<file path="config.mk">
export PLATFORM = sky130hd
export DESIGN_NAME = dec_hazard_ctrl
export DESIGN_NICKNAME = d
export VERILOG_FILES = /design/src/rtl/dec_hazard_ctrl.sv
export SDC_FILE = /design/constraint.sdc
export NUM_CORES = 1
export LEC_CHECK = 0
export BUFFER_PORTS_ARGS = -buffer_cell sky130_fd_sc_hd__buf_2
export CAP_MARGIN = 25
export CORE_MARGIN = 4
export CORE_UTILIZATION = 25
export CTS_BUF_LIST = sky130_fd_sc_hd__clkbuf_4
export CTS_CLUSTER_SIZE = 40
export DETAILED_ROUTE_END_ITERATION = 8
export RECOVER_POWER = 100
export SLEW_MARGIN = 20
export SYNTH_ARGS = -nofsm -noshare
export SYNTH_HDL_FRONTEND = slang
export SYNTH_SLANG_ARGS = --single-unit
</file>
<file path="constraint.sdc">
create_clock -name clk -period 7 [get_ports clk]
set_input_delay 1.4 -clock clk [delete_from_list [all_inputs] [get_ports clk]]
set_output_delay 1.4 -clock clk [all_outputs]
set_load 0.05 [all_outputs]
</file>
<file path="src/rtl/dec_hazard_ctrl.sv">
// dec_hazard_ctrl: decode-stage issue controller.
// Tracks pending long-latency register writes (loads cleared by LSU
// response, mul/div cleared after MULDIV_LAT cycles). It also drives
// stall/bubble/issue for the fetch/decode flops and sequences a
// post-flush refill window.
// Optional build macro SB_BYPASS_EN: the hazard check ignores scoreboard
// bits that are being cleared in the current cycle, so a dependent
// instruction can issue in the clearing cycle.
module dec_hazard_ctrl #(
    parameter int unsigned MULDIV_LAT   = 4,
    parameter int unsigned FLUSH_CYCLES = 2
) (
    input  logic        clk,
    input  logic        reset,
    input  logic        dec_valid_i,
    input  logic        dec_rs1_v_i,
    input  logic [4:0]  dec_rs1_adr_i,
    input  logic        dec_rs2_v_i,
    input  logic [4:0]  dec_rs2_adr_i,
    input  logic        dec_rd_v_i,
    input  logic [4:0]  dec_rd_adr_i,
    input  logic        dec_is_load_i,
    input  logic        dec_is_muldiv_i,
    input  logic        lsu_rsp_v_i,
    input  logic [4:0]  lsu_rsp_rd_adr_i,
    input  logic        flush_v_i,
    output logic        issue_o,
    output logic        stall_o,
    output logic        bubble_o,
    output logic        muldiv_busy_o,
    output logic [31:0] scoreboard_q_o,
    output logic [1:0]  state_q_o
);

    typedef enum logic [1:0] {
        ST_IDLE  = 2'd0,
        ST_RUN   = 2'd1,
        ST_FLUSH = 2'd2
    } state_t;

    state_t      r_state;
    state_t      w_state_nxt;
    logic [31:0] r_sb;
    logic [31:0] w_sb_nxt;
    logic [31:0] w_clr;
    logic [31:0] w_set;
    logic [31:0] w_sb_chk;
    logic [3:0]  r_md_cnt;
    logic [4:0]  r_md_rd;
    logic        r_md_rd_v;
    logic [2:0]  r_fl_cnt;
    logic [2:0]  w_fl_cnt_nxt;
    logic        w_hazard;
    logic        w_md_busy;
    logic        w_issue;
    logic        w_stall;
    logic        w_bubble;

    // Clear vector for this cycle and the RAW/WAW/structural hazard check
    always_comb begin
        w_clr = '0;
        if (lsu_rsp_v_i) begin
            w_clr[lsu_rsp_rd_adr_i] = 1'b1;
        end
        if (r_md_cnt == 4'd1 && r_md_rd_v) begin
            w_clr[r_md_rd] = 1'b1;
        end
`ifdef SB_BYPASS_EN
        w_sb_chk = r_sb & ~w_clr;
`else
        w_sb_chk = r_sb;
`endif
        w_md_busy = (r_md_cnt != '0);
        w_hazard  = (dec_rs1_v_i && (dec_rs1_adr_i != '0) && w_sb_chk[dec_rs1_adr_i])
                 || (dec_rs2_v_i && (dec_rs2_adr_i != '0) && w_sb_chk[dec_rs2_adr_i])
                 || (dec_rd_v_i  && (dec_rd_adr_i  != '0) && w_sb_chk[dec_rd_adr_i])
                 || (dec_is_muldiv_i && w_md_busy);
    end

    // Next-state and issue/stall/bubble decode
    always_comb begin
        w_state_nxt  = r_state;
        w_fl_cnt_nxt = r_fl_cnt;
        w_issue      = 1'b0;
        w_stall      = 1'b0;
        w_bubble     = 1'b1;
        case (r_state)
            ST_IDLE: begin
                w_stall     = 1'b1;
                w_state_nxt = ST_RUN;
            end
            ST_RUN: begin
                if (flush_v_i) begin
                    w_state_nxt  = ST_FLUSH;
                    w_fl_cnt_nxt = 3'(FLUSH_CYCLES);
                end else begin
                    w_issue  = dec_valid_i & ~w_hazard;
                    w_stall  = dec_valid_i &  w_hazard;
                    w_bubble = ~w_issue;
                end
            end
            ST_FLUSH: begin
                if (flush_v_i) begin
                    w_fl_cnt_nxt = 3'(FLUSH_CYCLES);
                end else begin
                    w_fl_cnt_nxt = r_fl_cnt - 3'd1;
                    if (r_fl_cnt == 3'd1) begin
                        w_state_nxt = ST_RUN;
                    end
                end
            end
            default: begin
                w_state_nxt = ST_IDLE;
            end
        endcase
    end

    // Scoreboard update: clears first, then sets so a same-index set wins
    always_comb begin
        w_set = '0;
        if (w_issue && dec_rd_v_i && (dec_rd_adr_i != '0)
            && (dec_is_load_i || dec_is_muldiv_i)) begin
            w_set[dec_rd_adr_i] = 1'b1;
        end
        w_sb_nxt    = (r_sb & ~w_clr) | w_set;
        w_sb_nxt[0] = 1'b0;
    end

    // State, flush counter and scoreboard registers
    always_ff @(posedge clk) begin
        if (reset) begin
            r_state  <= ST_IDLE;
            r_fl_cnt <= '0;
            r_sb     <= '0;
        end else begin
            r_state  <= w_state_nxt;
            r_fl_cnt <= w_fl_cnt_nxt;
            r_sb     <= w_sb_nxt;
        end
    end

    // Mul/div latency counter and tracked destination
    always_ff @(posedge clk) begin
        if (reset) begin
            r_md_cnt  <= '0;
            r_md_rd   <= '0;
            r_md_rd_v <= 1'b0;
        end else if (w_issue && dec_is_muldiv_i) begin
            r_md_cnt  <= 4'(MULDIV_LAT);
            r_md_rd   <= dec_rd_adr_i;
            r_md_rd_v <= dec_rd_v_i && (dec_rd_adr_i != '0);
        end else if (r_md_cnt != '0) begin
            r_md_cnt  <= r_md_cnt - 4'd1;
        end
    end

    assign issue_o        = w_issue;
    assign stall_o        = w_stall;
    assign bubble_o       = w_bubble;
    assign muldiv_busy_o  = w_md_busy;
    assign scoreboard_q_o = r_sb;
    assign state_q_o      = r_state;

endmodule
</file>
==> Word-level counts from Yosys, hierarchy flattened <==
Cells that the tools add are included.
{ "totals": {"regBits": 47, "out_inout_bits": 38, "elab_cells": 92} }
{ "classes": {"addsub": 2, "order_cmp": 8, "n_eq_ne": 7, "muxes": 30, "bitwise": 8, "n_reduce_logical": 29} }
{ "op_table": {"columns": ["operator", "count"], "rows": [
  ["2-to-1 mux 32 bit", 3],
  ["OR 32 bit", 2],
  ["AND 32 bit", 1],
  ["inverter 32 bit", 1],
  ["less-than comparator 5 x 6 -> 1 bit (second input constant)", 5],
  ["binary-select mux 1 bit (select 5 bit)", 3],
  ["demux 1 bit (select 5 bit)", 3],
  [">= comparator 5 x 1 -> 1 bit (second input constant)", 3],
  ["logical AND 1 bit", 15],
  ["nonzero test 5 bit", 3],
  ["2-to-1 mux 3 bit", 4],
  ["2-to-1 mux 1 bit", 11],
  ["2-to-1 mux 2 bit", 3],
  ["!= test 2 bit (second input constant)", 3],
  ["one-hot mux 2 bit (3 select lines)", 1],
  ["one-hot mux 3 bit (2 select lines)", 1],
  ["equality test 4 x 1 -> 1 bit (second input constant)", 1],
  ["logical OR 1 bit", 4],
  ["nonzero test 2 bit", 2],
  ["nonzero test 4 bit", 1],
  ["subtractor 4 x 1 -> 4 bit (second input constant)", 1],
  ["equality test 3 x 1 -> 1 bit (second input constant)", 1],
  ["AND reduction 3 bit", 1],
  ["subtractor 3 x 1 -> 3 bit (second input constant)", 1],
  ["8 further kinds", 10]
]} }

==> Longest topological paths before layout <==
Gate-level depths: netlist (run 1).
{ "logic_depth": {"word_depth": 15, "mapped_depth": 9, "depth_no_buf": 7} }

==> Worst setup path before layout (run 1) <==
OpenSTA, ideal clock, no wires.
{ "synth_path": {"path_kind": "input to output", "startpoint": "input dec_rd_adr_i[1]", "endpoint": "output issue_o", "arrival_time_ns": 3.854, "required_time_ns": 5.600, "slack_ns": 1.746, "path_stages": 8, "cell_sequence": "buf_2 > buf_2 > mux2i_1 > nand2_1 > and4_1 > o41ai_1 > nand4_1 > inv_1"} }
{ "synth_between": {"elab_chain_len": 9} }
{ "synth_rtl": {"columns": ["element", "line", "source"], "rows": [
  ["from (decl)", "21", "input logic [4:0] dec_rd_adr_i,"],
  ["binary-select mux 1 bit (select 5 bit) / nonzero test 5 bit (equally long branches)", "76", "|| (dec_rd_v_i && (dec_rd_adr_i != '0) && w_sb_chk[dec_rd_adr_i])"],
  ["2-to-1 mux 1 bit (not written as such) / logical AND 1 bit (equally long branches)", "76", null],
  ["logical AND 1 bit *", "76", null],
  ["logical OR 1 bit *", "76", null],
  ["logical OR 1 bit *", "77", "|| (dec_is_muldiv_i && w_md_busy);"],
  ["inverter 1 bit *", "97", "w_issue = dec_valid_i & ~w_hazard;"],
  ["AND 1 bit *", "97", null],
  ["2-to-1 mux 1 bit *", "93", "if (flush_v_i) begin"],
  ["2-to-1 mux 1 bit *", "87", "case (r_state)"],
  ["to (decl)", "27", "output logic issue_o,"]
]} }
Mark *: on every way between the ends. The rest lies on a longest branch, timed or not. The select of a mux whose other input is x is not followed.

==> Worst setup path after layout (run 1) <==
Same ends and word-level chain as after synthesis.

==> impl_metrics.toml, run 1 <==
[synth]
ys_ff_latch = 46
synth.distinct_cells = 53
syn-instance-count = 380
synth.area.top_cells = "dfxtp_1, o221ai_1, mux2i_1"
yosys_warnings = 0
yosysTopAreaCell = "dfxtp_1"
synth_flop_cell = "dfxtp_1"
async_reset_ff_frac = 0
yosysTopAreaCellShare = 0.2640
synth.avg_cell_area_sq_um = 9.180
synth_edf_count = 0
netlist_area_sq_um = 3488
synth_seq_area_share = 0.2640
synth_nets = 414

[worst_setup_path]
cp_num_cells = 8
crit_fanout = 20
cpMostUsedCell = "clkbuf_1"
path_buf_inv = 3
crit_required_ps = 5600
crit_arrival_ps = 4230
r2r_start = "scoreboard_q_o[11]$_SDFF_PP0_"
start_kind = "input pin"
startpoint = "dec_rd_adr_i[1]"
reg2regPathDepth = 7
crit_path_end_kind = "primary output"
reg2reg_slack_ps = 3960
r2r_end = "scoreboard_q_o[14]$_SDFF_PP0_"
slowest_stage = "clkbuf_1"
cp_slowest_stage_delay_ps = 800
critical_path.top_delay_family = "buffers and inverters"
worstSetupEndpoint = "issue_o"
worstSetupPathType = "input pin to primary output"
crit_chain = "clkbuf_1, mux2_2, a2bb2oi_1, and3_1, o41ai_1, nand4_1, inv_1, clkbuf_1"

[sta]
holdWs_ps = 519.4
fin_skew_ps = 20.00
fin_crit_ps = 5625
slew_headroom = -0.5077
drv_slew = 86
fin_tns_setup_ps = 0
rsz0062_at_grt = "false"
hold_violations = 0
fin_crit_sh = 0.8036
setup_viol = 0
fmax_mhz = 177.8
max_slew.worst_pin.slew_ps = 2262
setup_ws_ps = 1375

[clock_network]
clk_pin_slew_ps = 130
hold_buffers = 0
cts_resized = 0
clk_path_buf_depth = 2
numCtsBuffers = 5
cts_max_level = 2
clock_latency_ps = 390
cts_tree = "yes"
cts_setup_buffers = 0
clock_sinks = 46
clockRootBuffer = "clkbuf_4"

[layout]
area_growth_pct = 10.65
final_cell_mix = "dfxtp_1, clkbuf_1, nor2b_1, o41ai_1, o221ai_1"
finalInstanceArea_sq_um = 3860
diodes = 0
fill_cells = 1488
final_util = 0.2869
fin_nets = 461
instances_no_fill = 603
drive_above_1_share = 0.1452
final_common_cell = "dfxtp_1"

[status]
status = "complete, but fails checks"
violations = "capacitance limit, slew limit"

[placement]
post-place-ws_ps = 2071
place_inst = 596
dp.final_hpwl_mm = 8.988
io_buffer_count = 66
placed_area_sq_um = 3897
place.gp.congestion = 0.8886

[global_route]
grt_pass1_wl_mm = 19.22
grt_antenna_before_repair = 0
grt-ovfl-total = 0
grt_usage = 0.1496
grt_pass1_vias = 3456
grt_max_degree = 54

[die]
ios = 68
core_area_sq_um = 13450
placementRows = 42
dieHeight_um = 126.1
die_x_um = 126.1
die-area_sq_um = 15910
initial_core_util = 0.2593

[flow_run]
cap_violations = 2

[routing]
wl_met1_mm = 5.306
post-route-drc-count = 0
postRouteAntennaNets = 0
met3_length_mm = 1.249
top_layer = "met4"
met2_length_mm = 5.681
routed_via_density = 5.842
totalWireLength_mm = 12.55
dr.pass1.iters = 6
drt_iter0_drc = 355
num_vias = 3523
wire_per_inst_um = 20.81

[power]
p_leak_nw = 1.321
ir_drop_uv = 65.05
finalPower_mw = 0.6082
p_per_area_nw_per_um2 = 157.6

[hold_path]
min_from = "r_fl_cnt[2]$_SDFFE_PP0P_"
worstHoldPathType = "flop to flop"
## cell usage after synthesis (5+ instances only)
| master | count |
|---|---|
| mux2i_1 | 25 |
| nor2b_1 | 39 |
| or3_1 | 5 |
| or3b_2 | 5 |
| mux4_2 | 8 |
| nand3_1 | 10 |
| mux2_2 | 7 |
| nand2b_1 | 14 |
| nand3b_1 | 12 |
| o21ai_0 | 5 |
| nor3_1 | 5 |
| clkbuf_1 | 13 |
| nor2_1 | 18 |
| o41ai_1 | 28 |
| o41ai_2 | 5 |
| dfxtp_1 | 46 |
| buf_6 | 6 |
| nand2_1 | 25 |
| inv_1 | 13 |
| o221ai_1 | 31 |
## cell type report
| class | instances | area, sq um | share of cell area |
|---|---|---|---|
| clock buffer | 6 | 45.04 | 0.01167 |
| clock inverter | 1 | 7.507 | 0.001945 |
| inverter | 13 | 48.80 | 0.01264 |
| multi-input combinational | 294 | 2332 | 0.6042 |
| sequential | 46 | 920.9 | 0.2386 |
| tap | 176 | 220.2 | 0.05705 |
| timing repair buffer | 67 | 285.3 | 0.07391 |
## sequential cells by signal (all words and copies together) (netlist names)
signal and flops:
state_q_o 2, r_md_cnt 4, r_md_rd_v 1, scoreboard_q_o 31, r_md_rd 5, r_fl_cnt 3
## worst reg2reg max path: cells and delay by family (launching register included)
kind,cells,cell delay (ps)
and+or+nand+nor,1,350
AOI/OAI and AO/OA,4,1030
DFF,1,410
buffers and inverters,1,620
muxes,1,500
## power by group
group	internal [mW]	leakage (nW)	switching, mW
Combinational	0.0576	0.921	0.136
Clock	0.0415	0.0278	0.0886
Sequential	0.273	0.372	0.0108
Total	0.372	1.32	0.236
## metal layers
metal / vias up / GRT usage
met5: - / 0
met4: 0 / 0.06309
met3: 29 / 0.03175
met2: 195 / 0.2322
met1: 1715 / 0.2010
li1: 1584 / -
## cells by family (layout without fill, tap and decap cells)
logic type | count (synthesis) | after routing | share of synthesized area
and+or+nand+nor | 148 | 148 | 0.2392
AOI/OAI and AO/OA | 95 | 95 | 0.2432
DFF | 46 | 46 | 0.2640
muxes | 45 | 45 | 0.1772
buffers and inverters | 40 | 87 | 0.05847
adders and majority gates | 4 | 4 | 0.01435
other | 1 | 1 | 0.001075
xor gates and xnor gates | 1 | 1 | 0.002511
## worst min-delay path by stage
stage	to	slack (ps)	depth (start not counted)
floorplan	r_fl_cnt[2]$_SDFFE_PP0P_	460	2
detailed placement	r_fl_cnt[2]$_SDFFE_PP0P_	500	2
finish	r_fl_cnt[2]$_SDFFE_PP0P_	520	2
CTS	r_fl_cnt[2]$_SDFFE_PP0P_	510	2
global placement	r_fl_cnt[2]$_SDFFE_PP0P_	470	2
global route	r_fl_cnt[2]$_SDFFE_PP0P_	560	2
(Power assumes the default switching activity.)
==> run 2, diff against run 1 <==
==> constraint.sdc (replaced) <==
create_clock -name clk -period 5.8 [get_ports clk]
set_input_delay 1.16 -clock clk [delete_from_list [all_inputs] [get_ports clk]]
set_output_delay 1.16 -clock clk [all_outputs]
set_load 0.05 [all_outputs]
==> impl_metrics.toml, run 2 (synthesis results as in run 1) <==
[sta]
rsz0062_at_grt = "false"
fin_skew_ps = 19.89
setup_viol = 0
fin_crit_ps = 5001
fmax_mhz = 200.0
max_slew.worst_pin.slew_ps = 2260
fin_crit_sh = 0.8622
holdWs_ps = 519.4
fin_tns_setup_ps = 0
drv_slew = 86
slew_headroom = -0.5068
setup_ws_ps = 799.5
hold_violations = 0

[power]
ir_drop_uv = 78.50
p_leak_nw = 1.325
p_per_area_nw_per_um2 = 190.1

[worst_setup_path]
start_kind = "input pin"
slowest_stage = "clkbuf_1"
critical_path.top_delay_family = "buffers and inverters"
worstSetupPathType = "input pin to primary output"
crit_chain = "clkbuf_1, mux2_2, a2bb2oi_1, and3_1, o41ai_1, nand3_1, o2bb2ai_1, clkbuf_1"
reg2reg_slack_ps = 2770
crit_fanout = 20
crit_path_end_kind = "primary output"
crit_arrival_ps = 3840
path_buf_inv = 2
cpMostUsedCell = "clkbuf_1"
cp_slowest_stage_delay_ps = 800
crit_required_ps = 4640

[die]
placementRows = 42
core_area_sq_um = 13450
initial_core_util = 0.2593
ios = 68
die-area_sq_um = 15910
dieHeight_um = 126.1
die_x_um = 126.1

[clock_network]
cts_tree = "yes"
cts_resized = 0
clk_path_buf_depth = 2
numCtsBuffers = 5
clockRootBuffer = "clkbuf_4"
cts_setup_buffers = 0
clk_pin_slew_ps = 130
hold_buffers = 0
clock_sinks = 46
clock_latency_ps = 390
cts_max_level = 2

[status]
violations = "capacitance limit, slew limit"
status = "complete, but fails checks"

[layout]
fill_cells = 1487
area_growth_pct = 10.69
drive_above_1_share = 0.1475
final_common_cell = "dfxtp_1"
fin_nets = 461
final_cell_mix = "dfxtp_1, nor2b_1, clkbuf_1, o41ai_1, o221ai_1"
largest_reg_flops = 31
diodes = 0

[routing]
post-route-drc-count = 0
routed_via_density = 5.829
postRouteAntennaNets = 0
drt_iter0_drc = 355
totalWireLength_mm = 12.54
num_vias = 3515
wire_per_inst_um = 20.79
dr.pass1.iters = 6

[placement]
place.gp.congestion = 0.8887
dp.final_hpwl_mm = 8.988
post-place-ws_ps = 1351
io_buffer_count = 66

[flow_run]
cap_violations = 2

[global_route]
grt_pass1_vias = 3456
grt_pass1_wl_mm = 19.22
grt_antenna_before_repair = 0
grt_usage = 0.1496
grt_max_degree = 54
grt-ovfl-total = 0

[hold_path]
worstHoldPathType = "flop to flop"
-- run 2: worst paths after layout --
path	to	start	cells after the start
max	stall_o	dec_rd_adr_i[1]	8
max reg2reg	scoreboard_q_o[14]$_SDFF_PP0_	scoreboard_q_o[11]$_SDFF_PP0_	7
min	r_fl_cnt[2]$_SDFFE_PP0P_	r_fl_cnt[2]$_SDFFE_PP0P_	2
min reg2reg	r_fl_cnt[2]$_SDFFE_PP0P_	r_fl_cnt[2]$_SDFFE_PP0P_	2
-- run 2: final cells by class --
class	instances	area, sq um	share of cell area
Clock buffer	6	45.04	0.01167
Clock inverter	1	7.507	0.001944
Inverter	13	48.80	0.01264
Multi-Input combinational cell	294	2332	0.6040
Sequential cell	46	920.9	0.2385
Tap cell	176	220.2	0.05703
Timing Repair Buffer	67	286.5	0.07421
-- run 2: where the power goes --
part           switching [mW]  internal (mW)
combinational           0.165         0.0696
clock                   0.107         0.0500
sequential             0.0131          0.330
-- run 2: metal layers --
layer	track usage	vias to the layer above	share of wire
met5	0	-	0
met3	0.03175	29	0.10
li1	-	1584	-
met4	0.06309	0	0.025
met2	0.2322	194	0.45
met1	0.2010	1708	0.42
-- run 2: worst min-delay path: cells and delay by family, from the launching register on --
family,cells,cell delay [ps]
AO/OA/AOI/OAI,2,140
flip-flops,1,340
-- run 2: through the flow --
| step | area (sq um) | total power [mW] | util | cells |
|---|---|---|---|---|
| floorplan | 3488 | 0.5411 | - | 380 |
| global placement | 3897 | 0.5756 | 0.2897 | 596 |
| detailed placement | 3897 | 0.5832 | 0.2897 | 596 |
| CTS | 3950 | 0.7373 | 0.2936 | 603 |
| global route | 3861 | 0.7674 | 0.2870 | 603 |
| finish | 3861 | 0.7340 | 0.2870 | 603 |
==> run 3, diff against run 2 <==
--- a/config.mk
+++ b/config.mk
@@ -8,10 +8,11 @@
 export BUFFER_PORTS_ARGS = -buffer_cell sky130_fd_sc_hd__buf_2
 export CAP_MARGIN = 25
 export CORE_MARGIN = 4
-export CORE_UTILIZATION = 25
+export CORE_UTILIZATION = 55
 export CTS_BUF_LIST = sky130_fd_sc_hd__clkbuf_4
 export CTS_CLUSTER_SIZE = 40
 export DETAILED_ROUTE_END_ITERATION = 8
+export PLACE_DENSITY = 0.8
 export RECOVER_POWER = 100
 export SLEW_MARGIN = 20
 export SYNTH_ARGS = -nofsm -noshare
==> impl_metrics.toml, run 3 (synthesis results as in run 1) <==
[status]
status = "complete, but fails checks"
violations = "capacitance limit, slew limit"

[routing]
routed_via_density = 7.036
postRouteAntennaNets = 0
drt_iter0_drc = 429
num_vias = 3539
wire_per_inst_um = 21.71
totalWireLength_mm = 10.92
post-route-drc-count = 0
dr.pass1.iters = 6

[placement]
post-place-ws_ps = 1371
io_buffer_count = 66
place.gp.congestion = 0.9042
placed_area_sq_um = 3771
dp.final_hpwl_mm = 7.701
place_inst = 495

[layout]
area_growth_pct = 7.102
final_cell_mix = "dfxtp_1, nor2b_1, clkbuf_1, o41ai_1, o221ai_1"
instances_no_fill = 503
final_util = 0.6200
fill_cells = 554
fin_nets = 461
diodes = 0
finalInstanceArea_sq_um = 3736
largest_reg_flops = 31
final_common_cell = "dfxtp_1"
drive_above_1_share = 0.1472

[clock_network]
numCtsBuffers = 5
clk_path_buf_depth = 2
clockRootBuffer = "clkbuf_4"
clk_pin_slew_ps = 150
cts_setup_buffers = 0
cts_max_level = 2
cts_tree = "yes"
hold_buffers = 0
clock_sinks = 46
cts_resized = 0
clock_latency_ps = 370

[worst_setup_path]
cp_slowest_stage_delay_ps = 870
crit_required_ps = 4640
start_kind = "input pin"
slowest_stage = "a2111oi_0"
cpMostUsedCell = "a2111oi_0"
crit_chain = "buf_2, mux4_1, o22ai_1, a2111oi_0, a2111oi_0, nand3_1, o2bb2ai_1, clkbuf_1"
crit_path_end_kind = "primary output"
reg2regPathDepth = 6
reg2reg_slack_ps = 2040
r2r_end = "scoreboard_q_o[24]$_SDFF_PP0_"
worstSetupPathType = "input pin to primary output"
r2r_start = "scoreboard_q_o[12]$_SDFF_PP0_"
crit_fanout = 9
crit_arrival_ps = 3690

[sta]
setup_viol = 0
rsz0062_at_grt = "false"
fin_tns_setup_ps = 0
slew_headroom = -0.4346
fin_skew_ps = 10.19
setup_ws_ps = 952.5
fin_crit_ps = 4848
fmax_mhz = 206.3
holdWs_ps = 530.8
max_slew.worst_pin.slew_ps = 2152
drv_slew = 54
fin_crit_sh = 0.8358
hold_violations = 0

[power]
p_seq_frac = 0.448
finalPower_mw = 0.7649
pwr-share-clk = 0.261
p_int_mw = 0.4836
switching_share = 0.3678
p_leak_nw = 1.333
ir_drop_uv = 206.3
p_sw_mw = 0.2814
p_per_area_nw_per_um2 = 204.7
comb_power_share = 0.290

[hold_path]
hold_depth = 2
min_from = "r_fl_cnt[1]$_SDFFE_PP0P_"
worstHoldPathType = "flop to flop"
hold_end = "r_fl_cnt[1]$_SDFFE_PP0P_"

[die]
dieHeight_um = 87.64
ios = 68
core_area_sq_um = 6026
die-area_sq_um = 7681
die_x_um = 87.64
initial_core_util = 0.5789
placementRows = 28

[global_route]
grt_usage = 0.2821
grt_antenna_before_repair = 0
grt_pass1_vias = 3278
grt_pass1_wl_mm = 16.88
grt_max_degree = 54
grt-ovfl-total = 0

[flow_run]
cap_violations = 1
-- run 3: cell types whose count changed in the layout (fill, tap and decap cells not counted), sizes merged --
cell	previous run	this run
bufinv	0	1
clkinvlp	1	2
buf	28	30
clkbuf	45	42
-- run 3: worst max-delay path by stage --
stage                                 from      end  slack, ps  cells after the start
after global routing      dec_rs1_adr_i[0]  issue_o        780                      8
after floorplan            dec_rd_adr_i[1]  issue_o       1030                      8
after global placement     dec_rd_adr_i[1]  issue_o       1400                      8
after detailed placement   dec_rd_adr_i[1]  issue_o       1370                      8
final                     dec_rs1_adr_i[0]  stall_o        950                      8
after CTS                  dec_rd_adr_i[1]  issue_o       1350                      8
-- run 3: area by class of cell --
| class | count | area, sq um | share of cell area |
|---|---|---|---|
| clock buffer | 5 | 37.54 | 0.01005 |
| clock inverter | 3 | 45.04 | 0.01206 |
| inverter | 13 | 48.80 | 0.01306 |
| multi-input combinational | 294 | 2298 | 0.6152 |
| sequential | 46 | 920.9 | 0.2465 |
| tap | 75 | 93.84 | 0.02512 |
| timing repair buffer | 67 | 291.5 | 0.07803 |
-- run 3: critical path: cells and delay by family --
family	cells	cell delay, ps
buffers and inverters	2	500
muxes	1	590
and+or+nand+nor	1	160
AOI/OAI and AO/OA	4	1260
-- run 3: routing by layer --
layer  up-vias  track usage  wire length, um
met1      1663       0.3765             4366
met5         -            0                0
met3        34      0.05644             1365
met2       257       0.4479             4962
li1       1585            -                -
met4         0       0.1116              227
-- run 3: power groups by stage --
stage	clock, mW	combinational, mW	sequential [mW]
after floorplan	0	0.190	0.351
after global placement	0	0.225	0.349
after detailed placement	0	0.232	0.350
after CTS	0.203	0.234	0.343
after global routing	0.217	0.242	0.345
final	0.200	0.222	0.343
